$ cat config.mk
export PLATFORM = sky130hd
export DESIGN_NAME = hdmi_link_arbiter_flat
export DESIGN_NICKNAME = d
export VERILOG_FILES = /design/src/rtl/hdmi_link_arbiter_if.sv /design/src/rtl/hdmi_link_arbiter.sv /design/src/flat_wrapper.sv
export SDC_FILE = /design/constraint.sdc
export NUM_CORES = 1
export LEC_CHECK = 0
export CAP_MARGIN = 20
export CORE_MARGIN = 4
export CORE_UTILIZATION = 42
export DETAILED_ROUTE_END_ITERATION = 6
export HOLD_SLACK_MARGIN = 0.02
export PLACE_DENSITY = 0.95
export SYNTH_ARGS = -nofsm -noshare
export SYNTH_HDL_FRONTEND = slang
export SYNTH_SLANG_ARGS = --single-unit
$ cat constraint.sdc
create_clock -name axi_clk -period 3.8 [get_ports axi_clk]
set_input_delay 1.14 -clock axi_clk [delete_from_list [all_inputs] [get_ports axi_clk]]
set_output_delay 1.14 -clock axi_clk [all_outputs]
set_load 0.02 [all_outputs]
$ cat src/rtl/hdmi_link_arbiter_if.sv
// hdmi_link_arbiter_if: video and aux source streams plus the shared SFP transmit stream.
interface hdmi_link_arbiter_if;
  logic        vid_valid, vid_last, vid_ready;
  logic [63:0] vid_data;
  logic        aux_valid, aux_last, aux_ready;
  logic [63:0] aux_data;
  logic        tx_valid, tx_last, tx_ready;
  logic [63:0] tx_data;
  modport master (
    output vid_valid, vid_last, vid_data, aux_valid, aux_last, aux_data, tx_ready,
    input  vid_ready, aux_ready, tx_valid, tx_last, tx_data
  );
  modport slave (
    input  vid_valid, vid_last, vid_data, aux_valid, aux_last, aux_data, tx_ready,
    output vid_ready, aux_ready, tx_valid, tx_last, tx_data
  );
endinterface

$ cat src/rtl/hdmi_link_arbiter.sv
// hdmi_link_arbiter: weighted video/aux packet arbiter onto one SFP stream, prefixing
// each packet with a sync/channel/sequence header and splitting packets longer than MAX_WORDS.
module hdmi_link_arbiter #(
  parameter int         VIDEO_WEIGHT = 4,
  parameter int         MAX_WORDS    = 256,
  parameter logic [7:0] HDR_SYNC     = 8'hA5
) (
  input  logic axi_clk,
  input  logic rst,
  input  logic link_up,
  hdmi_link_arbiter_if.slave s,
  output logic busy,
  output logic err_trunc
);
  localparam int RW = $clog2(VIDEO_WEIGHT + 1) > 3 ? $clog2(VIDEO_WEIGHT + 1) : 3;
  localparam int BW = $clog2(MAX_WORDS);
  typedef enum logic [1:0] {IDLE, HDR, DATA} state_t;
  state_t           state_q, state_d;
  logic             grant_q, grant_d;
  logic [RW-1:0]    run_cnt_q, run_cnt_d;
  logic [BW-1:0]    beat_cnt_q, beat_cnt_d;
  logic [1:0][15:0] seq_q, seq_d;
  logic             busy_q, busy_d, err_q, err_d;
  logic             is_hdr, is_data, src_valid, src_last, beat_max, acc, pick_aux;
  logic [63:0]      src_data;
  // grant_q selects the channel: 0 = video, 1 = aux
  assign is_hdr    = state_q == HDR;
  assign is_data   = state_q == DATA;
  assign src_valid = grant_q ? s.aux_valid : s.vid_valid;
  assign src_last  = grant_q ? s.aux_last : s.vid_last;
  assign src_data  = grant_q ? s.aux_data : s.vid_data;
  assign beat_max  = beat_cnt_q == BW'(MAX_WORDS - 1);
  assign acc       = is_data & src_valid & s.tx_ready;
  assign pick_aux  = s.aux_valid & (~s.vid_valid | run_cnt_q >= RW'(VIDEO_WEIGHT));
  assign s.tx_valid  = is_hdr | (is_data & src_valid);
  assign s.tx_last   = is_data & (src_last | beat_max);
  assign s.tx_data   = is_hdr ? {HDR_SYNC, grant_q ? 8'h02 : 8'h01, seq_q[grant_q], 32'h0}
                     : is_data ? src_data : '0;
  assign s.vid_ready = is_data & ~grant_q & s.tx_ready;
  assign s.aux_ready = is_data & grant_q & s.tx_ready;
  assign busy        = busy_q;
  assign err_trunc   = err_q;
  always_comb begin
    state_d    = state_q;
    grant_d    = grant_q;
    run_cnt_d  = run_cnt_q;
    beat_cnt_d = beat_cnt_q;
    seq_d      = seq_q;
    err_d      = 1'b0;
    case (state_q)
      IDLE: if (link_up & (s.vid_valid | s.aux_valid)) begin
        state_d   = HDR;
        grant_d   = pick_aux;
        run_cnt_d = pick_aux ? '0 : (~s.aux_valid | &run_cnt_q) ? run_cnt_q : run_cnt_q + RW'(1);
      end
      HDR: if (s.tx_ready) begin
        state_d         = DATA;
        beat_cnt_d      = '0;
        seq_d[grant_q]  = seq_q[grant_q] + 16'd1;
      end
      default: if (acc) begin
        beat_cnt_d = beat_cnt_q + BW'(1);
        err_d      = beat_max & ~src_last;
        state_d    = s.tx_last ? IDLE : DATA;
      end
    endcase
    busy_d = state_d != IDLE;
  end
  always_ff @(posedge axi_clk or posedge rst) begin
    if (rst) begin
      state_q    <= IDLE;
      grant_q    <= 1'b0;
      run_cnt_q  <= '0;
      beat_cnt_q <= '0;
      seq_q      <= '0;
      busy_q     <= 1'b0;
      err_q      <= 1'b0;
    end else begin
      state_q    <= state_d;
      grant_q    <= grant_d;
      run_cnt_q  <= run_cnt_d;
      beat_cnt_q <= beat_cnt_d;
      seq_q      <= seq_d;
      busy_q     <= busy_d;
      err_q      <= err_d;
    end
  end
endmodule

$ cat src/flat_wrapper.sv
// flat-port wrapper written by rule: the top's interface ports become plain ports
module hdmi_link_arbiter_flat 
#(
  parameter int         VIDEO_WEIGHT = 4,
  parameter int         MAX_WORDS    = 256,
  parameter logic [7:0] HDR_SYNC     = 8'hA5
)
  (axi_clk, rst, link_up, busy, err_trunc, s_vid_valid, s_vid_last, s_vid_data, s_aux_valid, s_aux_last, s_aux_data, s_tx_ready, s_vid_ready, s_aux_ready, s_tx_valid, s_tx_last, s_tx_data);
  hdmi_link_arbiter_if s_i ();
  input  logic axi_clk;
  input  logic rst;
  input  logic link_up;
  output logic busy;
  output logic err_trunc;
  input wire logic [$bits(s_i.vid_valid)-1:0] s_vid_valid;
  input wire logic [$bits(s_i.vid_last)-1:0] s_vid_last;
  input wire logic [$bits(s_i.vid_data)-1:0] s_vid_data;
  input wire logic [$bits(s_i.aux_valid)-1:0] s_aux_valid;
  input wire logic [$bits(s_i.aux_last)-1:0] s_aux_last;
  input wire logic [$bits(s_i.aux_data)-1:0] s_aux_data;
  input wire logic [$bits(s_i.tx_ready)-1:0] s_tx_ready;
  output wire logic [$bits(s_i.vid_ready)-1:0] s_vid_ready;
  output wire logic [$bits(s_i.aux_ready)-1:0] s_aux_ready;
  output wire logic [$bits(s_i.tx_valid)-1:0] s_tx_valid;
  output wire logic [$bits(s_i.tx_last)-1:0] s_tx_last;
  output wire logic [$bits(s_i.tx_data)-1:0] s_tx_data;
  assign s_i.vid_valid = s_vid_valid;
  assign s_i.vid_last = s_vid_last;
  assign s_i.vid_data = s_vid_data;
  assign s_i.aux_valid = s_aux_valid;
  assign s_i.aux_last = s_aux_last;
  assign s_i.aux_data = s_aux_data;
  assign s_i.tx_ready = s_tx_ready;
  assign s_vid_ready = s_i.vid_ready;
  assign s_aux_ready = s_i.aux_ready;
  assign s_tx_valid = s_i.tx_valid;
  assign s_tx_last = s_i.tx_last;
  assign s_tx_data = s_i.tx_data;
  hdmi_link_arbiter #(.VIDEO_WEIGHT(VIDEO_WEIGHT), .MAX_WORDS(MAX_WORDS), .HDR_SYNC(HDR_SYNC)) u_core (.axi_clk(axi_clk), .rst(rst), .link_up(link_up), .s(s_i), .busy(busy), .err_trunc(err_trunc));
endmodule
==> run summary, run 1 <==
Status - finished, final reports clean
Commonest non-fill, non-tap cell in the layout - clkdlybuf4s50_1
Setup TNS - 0 ns
CTS tree - built
Post-route ant nets - 0
Most frequent cells in the layout - 204 x clkdlybuf4s50_1, 75 x mux2i_1, 53 x nor2_1
FF-to-FF Start - u_core.grant_q
Mapped Nets - 531
Post-Syn Instances - 391
R2R depth - 6
Detailed-route wire length per cell - 18.0 um
Top_reg_cell synth - dfrtp_1
CP Data Arrival Time - 2.52 ns
RSZ-0062 raised after global routing - false
Post-CTS Hold Buffers - 0
Synth cell types - 52
1st-iter DRT viols - 155
Placed insts - 691
Final min period - 3.66 ns
CP Class - in2out
CTS resizes - 0
Clk pin slew, worst setup/hold paths - 0.08 ns
Die area - 0.0102 mm2
Crit path capture type - output port
Initial antenna violation count - 0
Peak VDD IR - 0.462 mV
Fin cells - 698
Clock sink count - 48
Final HPWL DP - 9890 um
First-pass GRT wire length - 19500 um
Max Freq - 0.273 GHz
Htree depth - 2
Drt total wl - 12500 um
Worst slew margin - 59.9%
#FFs+latches synth - 48
TritonRoute pass-1 iters - 4
RD Place Congestion - 0.921
CTS Buf Count - 5
Max Fanout on Critical Path - 3
Leak pwr - 2.62 nW
Worst R2R End - u_core.seq_q[14]
Critical path required time - 2.66 ns
Slew Limit Fails - 0
Die Width - 101 um
CTS Root Cell - clkbuf_8
Mean Syn Cell Area - 9.30 um2
ANT cells - 0
Vias per inst - 5.43
Sequential Area - 0.00120 mm2
Final setup vio count - 0
Clock latency on the worst-skew pair - 0.30 ns
DR DRC count - 0
Ratio of cells with drive above 1 in the final layout - 7.08%
Fin crit share - 96.4%
EDFF count, synth - 0
Largest net degree at the start of global routing - 49
FP Rows - 33
Synth Cell Area - 0.00363 mm2
Die H - 101 um
WHS - 0.473 ns
Core Box Area - 0.00830 mm2
GRT overflow - 0
Post-synth ARST share - 100%
Maximum buffer depth of the clock tree - 2
Setup Slack @ Placement - 0.00912 ns
Clock skew - 0.00902 ns
Tot GR Track Use - 23.8%
Total number of vias - 3793
CP endpoint - s_tx_valid
Worst Setup SP - s_aux_valid
CP startpoint kind - input port
Final worst slack - 0.138 ns
Final Hold Viols - 0
Cell Pwr Density - 595 mW/mm2
Ys Warns - 0
Sequential cell area fraction in the yosys report - 33.0%
Vias in the first global route - 4130
Post-CTS setup buffers - 0
IO buf count - 205
Starting Density - 43.8%
Worst Hold Class - reg2reg
Area delta synth->final - 62.6%
FF-to-FF setup slack - 1.12 ns
Multi-input logic area - 0.00229 mm2
Final-stage net count - 733
IO Pins - 206
Max-cap viol count - 0
Worst-Margin Slew - 0.601 ns
FILL cells - 611
==> layout make-up <==
class,instances,area share (%)
Clock buffer,6,1.23
Clock inverter,1,0.0847
Inverter,5,0.318
Multi-Input combinational cell,314,38.8
Sequential cell,48,20.4
Tap cell,105,2.22
Timing Repair Buffer,219,37.0
==> cells by family after synthesis <==
logic type | Yosys count | synth area share (%)
and+or+nand+nor | 146 | 22.2
muxes | 82 | 22.8
AOI/OAI and AO/OA | 52 | 9.36
DFF | 48 | 33.0
xor gates and xnor gates | 30 | 7.23
buffers and inverters | 29 | 3.92
adders and majority gates | 4 | 1.38
==> registers in the layout (all words and copies together) (netlist names) <==
name / cells
u_core.seq_q: 32
u_core.beat_cnt_q: 8
u_core.run_cnt_q: 3
u_core.state_q: 2
u_core.busy: 1
u_core.err_trunc: 1
u_core.grant_q: 1
==> layer usage <==
layer / vias up / track usage (%) / wire length, um
li1: 1808 / - / -
met1: 1812 / 25.7 / 4590
met2: 150 / 44.8 / 6790
met3: 23 / 5.95 / 875
met4: 0 / 8.18 / 297
met5: - / 0 / 0
==> power breakdown <==
group / internal, mW / switching (mW) / total [mW] / leakage [nW]
Clock: 0.125 / 0.165 / 0.290 / 0.0410
Combinational: 1.21 / 1.25 / 2.46 / 1.94
Sequential: 0.588 / 0.177 / 0.765 / 0.634
==> synthesized netlist by cell type (all sizes together), types with 7 or more instances <==
cell type | n | area share (%)
nor2 | 53 | 5.5
nand3 | 16 | 2.3
a21oi | 8 | 1.1
dfrtp | 48 | 33
clkbuf | 11 | 1.1
mux2 | 7 | 2.2
xnor2 | 16 | 3.9
buf | 13 | 2.3
mux2i | 75 | 21
nor3 | 8 | 1.2
nand2 | 21 | 2.2
o21ai | 15 | 2.1
xor2 | 14 | 3.4
o22ai | 14 | 2.4
nand4 | 8 | 1.8
==> worst min path at each step <==
| stage | startpoint | cells after the start | slack [ns] | to |
|---|---|---|---|---|
| finish | u_core.seq_q[12] | 1 | 0.47 | u_core.seq_q[12] |
| global route | u_core.seq_q[12] | 1 | 0.49 | u_core.seq_q[12] |
| CTS | u_core.seq_q[14] | 1 | 0.48 | u_core.seq_q[14] |
| detailed placement | u_core.seq_q[14] | 1 | 0.46 | u_core.seq_q[14] |
| global placement | u_core.seq_q[14] | 1 | 0.46 | u_core.seq_q[14] |
| floorplan | u_core.seq_q[12] | 1 | 0.44 | u_core.seq_q[12] |
==> worst max-delay path, stage by stage <==
cell	delay (ns)
clkdlybuf4s50_1	0.51
mux2_2	0.18
nand2_1	0.05
nand2_1	0.06
clkdlybuf4s50_1	0.59
==> through the flow <==
step	utilization [%]	total power [mW]	area (um2)
2_1_floorplan	-	2.16	3630
3_3_place_gp	70.3	3.17	5830
3_5_place_dp	70.3	3.23	5830
4_1_cts	71.2	3.53	5910
5_1_grt	71.2	3.72	5910
6_report	71.2	3.52	5910
Power figures use the tool's default switching activity.
==> run 2: changes to the inputs <==
--- a/config.mk
+++ b/config.mk
@@ -10,7 +10,7 @@
 export CORE_UTILIZATION = 42
 export DETAILED_ROUTE_END_ITERATION = 6
 export HOLD_SLACK_MARGIN = 0.02
-export PLACE_DENSITY = 0.95
+export PLACE_DENSITY = 0.9
 export SYNTH_ARGS = -nofsm -noshare
 export SYNTH_HDL_FRONTEND = slang
 export SYNTH_SLANG_ARGS = --single-unit
==> run 2 against run 1 <==
  * Power grew 2.7%
  * Critical path type unchanged
  * Via count shrank 0.50%
  * Die area is the same
  * Sequential power shrank 3.4%
==> run summary, run 2 (synthesized netlist as in run 1, its figures left out) <==
Status - finished, final reports clean
Maximum buffer depth of the clock tree - 2 (unchanged)
Core Box Area - 0.00830 mm2 (unchanged)
Biggest register - u_core.seq_q
Final Hold Viols - 0 (unchanged)
Crit path capture type - output port
Max-cap viol count - 0 (unchanged)
Drt total wl - 12400 um (-1.5%)
Commonest non-fill, non-tap cell in the layout - clkdlybuf4s50_1
Worst slew margin - 58.8% (-1.1 points)
Die H - 101 um (unchanged)
GRT overflow - 0 (unchanged)
Most frequent cells in the layout - 204 x clkdlybuf4s50_1, 75 x mux2i_1, 53 x nor2_1
RSZ-0062 raised after global routing - false
Peak VDD IR - 0.449 mV (-2.8%)
Leak pwr - 2.64 nW (+0.86%)
First-pass GRT wire length - 19300 um (-1.2%)
Ratio of cells with drive above 1 in the final layout - 7.25% (+0.17 points)
Setup TNS - 0 ns (unchanged)
1st-iter DRT viols - 179 (+15%)
RD Place Congestion - 0.837 (-9.1%)
CP Data Arrival Time - 2.53 ns (about the same)
Clk pin slew, worst setup/hold paths - 0.09 ns (about the same)
Max Freq - 0.272 GHz (-0.30%)
Vias per inst - 5.41 (-0.50%)
Final HPWL DP - 9820 um (-0.75%)
Total number of vias - 3774 (-0.50%)
WHS Path Cells - 1 (unchanged)
Die Width - 101 um (unchanged)
Clock skew - 0.0136 ns (+0.00461 ns)
Clock sink count - 48 (unchanged)
CP startpoint kind - input port
Slew Limit Fails - 0 (unchanged)
Pint - 2.02 mW (+4.9%)
Cell Pwr Density - 606 mW/mm2 (+1.9%)
Critical path required time - 2.66 ns (about the same)
Max reg flops - 32 (unchanged)
CP Class - in2out
Htree depth - 2 (unchanged)
Clock latency on the worst-skew pair - 0.30 ns (about the same)
Fin crit share - 96.7% (+0.29 points)
Vias in the first global route - 3955 (-4.2%)
FP Rows - 33 (unchanged)
IO Pins - 206 (unchanged)
Starting Density - 43.8% (unchanged)
Tot GR Track Use - 23.5% (-0.38 points)
WHS - 0.473 ns (-0.000819 ns)
Post-CTS Hold Buffers - 0 (unchanged)
Detailed-route wire length per cell - 17.7 um (-1.5%)
Sw Ratio - 44.1% (-1.2 points)
IO buf count - 205 (unchanged)
Seq pwr share - 20.5% (-1.2 points)
ANT cells - 0 (unchanged)
CTS Root Cell - clkbuf_8
Die area - 0.0102 mm2 (unchanged)
Max Fanout on Critical Path - 3 (unchanged)
Comb pwr share - 68.6% (-1.4 points)
TritonRoute pass-1 iters - 4 (unchanged)
Area delta synth->final - 64.0%
R2R depth - 6 (unchanged)
Clock group share of total power - 10.9% (+2.7 points)
CTS tree - built
Largest net degree at the start of global routing - 59 (+20%)
FILL cells - 599 (-2.0%)
Final min period - 3.67 ns (+0.0110 ns)
CTS Buf Count - 5 (unchanged)
Final setup vio count - 0 (unchanged)
Worst-Margin Slew - 0.618 ns (+0.0171 ns)
Largest regs - u_core.seq_q (32), u_core.beat_cnt_q (8), u_core.run_cnt_q (3)
Switching power total - 1.59 mW (about the same)
Worst Hold Class - reg2reg
DR DRC count - 0 (unchanged)
Final-stage net count - 732 (-0.14%)
Post-route ant nets - 0 (unchanged)
Initial antenna violation count - 0 (unchanged)
-- run 2: changes by cell type in the layout (fill, tap and decap cells not counted), sizes merged --
cell | before | now
buf | 14 | 13
bufinv | 0 | 1
-- run 2: routing by layer --
| layer | part of all wire (%) | track usage (%) |
|---|---|---|
| met1 | 37 | 26.7 |
| met2 | 51 | 40.6 |
| met3 | 7.8 | 7.34 |
| met4 | 4.2 | 9.61 |
| met5 | 0 | 0 |
-- run 2: final timing paths --
check / to / start / slack, ns
max in group asynchronous: u_core.grant_q / rst / 2.01
worst max-delay path: s_tx_valid / s_aux_valid / 0.13
worst min register to register: u_core.seq_q[14] / u_core.seq_q[14] / 0.47
worst max register to register: u_core.seq_q[10] / u_core.grant_q / 1.29
worst min-delay path: u_core.seq_q[14] / u_core.seq_q[14] / 0.47
min in group asynchronous: u_core.beat_cnt_q[7] / rst / 1.30
-- run 2: metrics by stage --
step,power (mW),instance area [um2],utilization (%),instances,worst slack [ns]
detailed placement,3.23,5840,70.3,690,0.0696
finish,3.61,5960,71.8,698,0.127
floorplan,2.16,3630,-,391,0.984
global placement,3.18,5840,70.3,690,0.115
CTS,3.64,5960,71.8,698,0.0711
global route,3.82,5960,71.8,698,0.0651
-- run 2: timing repair --
item                       in CTS  in global routing
setup buffers                   0                  0
setup endpoints to repair       0                  1
gates resized for setup         0                  1
-- run 2: cell type report --
| type | count | area (um2) | area share, % |
|---|---|---|---|
| Clock buffer | 6 | 82.6 | 1.39 |
| Clock inverter | 2 | 38.8 | 0.651 |
| Inverter | 5 | 18.8 | 0.315 |
| Multi-Input combinational cell | 314 | 2290 | 38.5 |
| Sequential cell | 48 | 1200 | 20.2 |
| Tap cell | 105 | 131 | 2.20 |
| Timing Repair Buffer | 218 | 2190 | 36.7 |
-- run 2: critical path: stages --
cell,delay [ns]
clkdlybuf4s50_1,0.51
mux2_2,0.18
nand2_1,0.05
nand2_1,0.06
clkdlybuf4s50_1,0.59
-- run 2: power groups by stage --
stage / Clock, mW / Sequential [mW] / Combinational (mW)
4_1_cts: 0.399 / 0.736 / 2.50
3_3_place_gp: 0 / 0.736 / 2.45
5_1_grt: 0.417 / 0.757 / 2.65
6_report: 0.395 / 0.739 / 2.48
3_5_place_dp: 0 / 0.744 / 2.49
2_1_floorplan: 0 / 0.657 / 1.51
==> run 3: changes to the inputs <==
--- a/config.mk
+++ b/config.mk
@@ -7,10 +7,11 @@
 export LEC_CHECK = 0
 export CAP_MARGIN = 20
 export CORE_MARGIN = 4
-export CORE_UTILIZATION = 42
+export CORE_UTILIZATION = 65
 export DETAILED_ROUTE_END_ITERATION = 6
+export DONT_BUFFER_PORTS = 1
 export HOLD_SLACK_MARGIN = 0.02
-export PLACE_DENSITY = 0.9
+export PLACE_DENSITY = 0.84
 export SYNTH_ARGS = -nofsm -noshare
 export SYNTH_HDL_FRONTEND = slang
 export SYNTH_SLANG_ARGS = --single-unit
==> run 3 against run 2 <==
  * Critical path depth is 3 lower
  * Via count is 21% lower
  * Maximum frequency grew 6.8%
  * Highest routed layer unchanged
  * Largest cell class unchanged
  * Largest power group unchanged
==> run summary, run 3 (synthesized netlist as in run 1, its figures left out) <==
Status - finished, final reports clean
First-pass GRT wire length - 13800 um (-29%)
Critical path required time - 2.66 ns (about the same)
Total number of vias - 2980 (-21%)
Hold Path End - u_core.seq_q[14]
Final HPWL DP - 7250 um (-26%)
CTS tree - built
CP startpoint kind - register
Design Area, Final - 0.00375 mm2 (-37%)
Max Freq - 0.291 GHz (+6.8%)
Detailed-route wire length per cell - 20.8 um (+17%)
Initial antenna violation count - 0 (unchanged)
FILL cells - 412 (-31%)
Die Width - 82.8 um (-18%)
Max Fanout on Critical Path - 58 (+55)
Fin crit share - 90.5% (-6.1 points)
RD Place Congestion - 0.832 (-0.62%)
Clock skew - 0.00605 ns (-0.00759 ns)
Worst Hold Class - reg2reg
CTS Buf Count - 5 (unchanged)
Peak VDD IR - 0.548 mV (+22%)
Worst path slowest cell - dfrtp_4
Clock group share of total power - 12.1% (+1.2 points)
Max-cap viol count - 0 (unchanged)
Leak pwr - 1.78 nW (-32%)
Maximum buffer depth of the clock tree - 2 (unchanged)
CTS Root Cell - clkbuf_8
1st-iter DRT viols - 184 (+2.8%)
WHS Path Cells - 1 (unchanged)
Placed cell areas - 0.00365 mm2 (-37%)
Drt total wl - 9340 um (-24%)
Seq pwr share - 30.4% (+9.9 points)
IO buf count - 0 (-100%)
Commonest non-fill, non-tap cell in the layout - mux2i_1
Sequential Area - 0.00120 mm2 (unchanged)
R2R depth - 6 (unchanged)
CP Data Arrival Time - 2.30 ns (-0.23 ns)
Final Hold Viols - 0 (unchanged)
Final setup vio count - 0 (unchanged)
Cell Pwr Density - 707 mW/mm2 (+17%)
Final-stage net count - 519 (-29%)
Vias per inst - 6.62 (+22%)
Multi-input logic area - 0.00229 mm2 (unchanged)
Switching power total - 1.42 mW (-11%)
Fin cells - 450 (-36%)
Starting Density - 69.0% (+25 points)
Clock sink count - 48 (unchanged)
Worst slew margin - 39.0% (-20 points)
Final min period - 3.44 ns (-0.233 ns)
Clk pin slew, worst setup/hold paths - 0.09 ns (about the same)
Slew Limit Fails - 0 (unchanged)
Tot GR Track Use - 25.9% (+2.4 points)
Post-route ant nets - 0 (unchanged)
FP Rows - 26 (-21%)
Setup TNS - 0 ns (unchanged)
WHS - 0.473 ns (-0.00000300 ns)
RSZ-0062 raised after global routing - false
Hold path start - u_core.seq_q[14]
Worst-Margin Slew - 0.915 ns (+0.297 ns)
Crit path capture type - output port
Max reg flops - 32 (unchanged)
Cell Chain, Critical Path - inv_1 > o21ai_0
Largest net degree at the start of global routing - 59 (unchanged)
IO Pins - 206 (unchanged)
Biggest register - u_core.seq_q
FF-to-FF Start - u_core.grant_q
Most frequent cells in the layout - 75 x mux2i_1, 53 x nor2_1, 47 x dfrtp_1
Sw Ratio - 53.4% (+9.4 points)
Pint - 1.23 mW (-39%)
Area delta synth->final - 3.10%
Die H - 82.8 um (-18%)
Slowest stage delay, CP - 0.98 ns (+0.39 ns)
Clock latency on the worst-skew pair - 0.30 ns (about the same)
DR DRC count - 0 (unchanged)
Comb pwr share - 57.6% (-11 points)
Post-CTS setup buffers - 0 (unchanged)
Largest regs - u_core.seq_q (32), u_core.beat_cnt_q (8), u_core.run_cnt_q (3)
Post-CTS Hold Buffers - 0 (unchanged)
Placed insts - 442 (-36%)
GRT overflow - 0 (unchanged)
Die area - 0.00685 mm2 (-33%)
Ratio of cells with drive above 1 in the final layout - 9.21% (+2.0 points)
Worst R2R End - u_core.seq_q[14]
Htree depth - 2 (unchanged)
TritonRoute pass-1 iters - 4 (unchanged)
ANT cells - 0 (unchanged)
Core Box Area - 0.00527 mm2 (-36%)
Vias in the first global route - 2792 (-29%)
FF-to-FF setup slack - 0.93 ns (-0.36 ns)
CP Class - reg2out
CTS resizes - 0 (unchanged)
[run 3: metrics by stage]
step / util, % / worst slack, ns / power (mW)
3_3_place_gp: 69.3 / 0.790 / 2.30
6_report: 71.1 / 0.360 / 2.65
2_1_floorplan: - / 0.984 / 2.16
4_1_cts: 71.1 / 0.367 / 2.66
3_5_place_dp: 69.3 / 0.712 / 2.35
5_1_grt: 71.1 / 0.245 / 2.81
[run 3: routing by layer]
metal / GRT usage [%] / vias up / wire length, um
met3: 5.94 / 11 / 743
met1: 32.2 / 1442 / 3550
met2: 44.6 / 142 / 4930
li1: - / 1385 / -
met5: 0 / - / 0
met4: 7.68 / 0 / 125
[run 3: power by group through the flow]
stage / clock network [mW] / logic [mW] / registers, mW
floorplan: 0 / 1.51 / 0.657
finish: 0.319 / 1.53 / 0.806
global placement: 0 / 1.50 / 0.800
detailed placement: 0 / 1.53 / 0.813
global route: 0.343 / 1.64 / 0.829
CTS: 0.324 / 1.53 / 0.803
[run 3: how the worst max path moves through the flow]
stage	to	startpoint	depth (start not counted)
2_1_floorplan	s_tx_data[49]	s_aux_data[49]	2
3_3_place_gp	s_tx_data[49]	u_core.grant_q	2
3_5_place_dp	s_tx_data[49]	u_core.grant_q	2
4_1_cts	s_tx_data[49]	u_core.grant_q	2
5_1_grt	s_tx_data[49]	u_core.grant_q	2
6_report	s_tx_data[49]	u_core.grant_q	2
[run 3: area by class of cell]
type	instances	area share (%)
multi-input cells	314	61.2
clock inverters	2	0.267
repair buffers	5	1.34
well taps	70	2.34
inverters	5	0.501
flip-flops and latches	48	32.2
clock buffers	6	2.20
[run 3: worst max-delay path, delay by kind of cell, from the launching register on]
kind	cells	cell delay [ns]
flip-flops	1	0.98
AO/OA/AOI/OAI	1	0.63
buffers and inverters	1	0.35
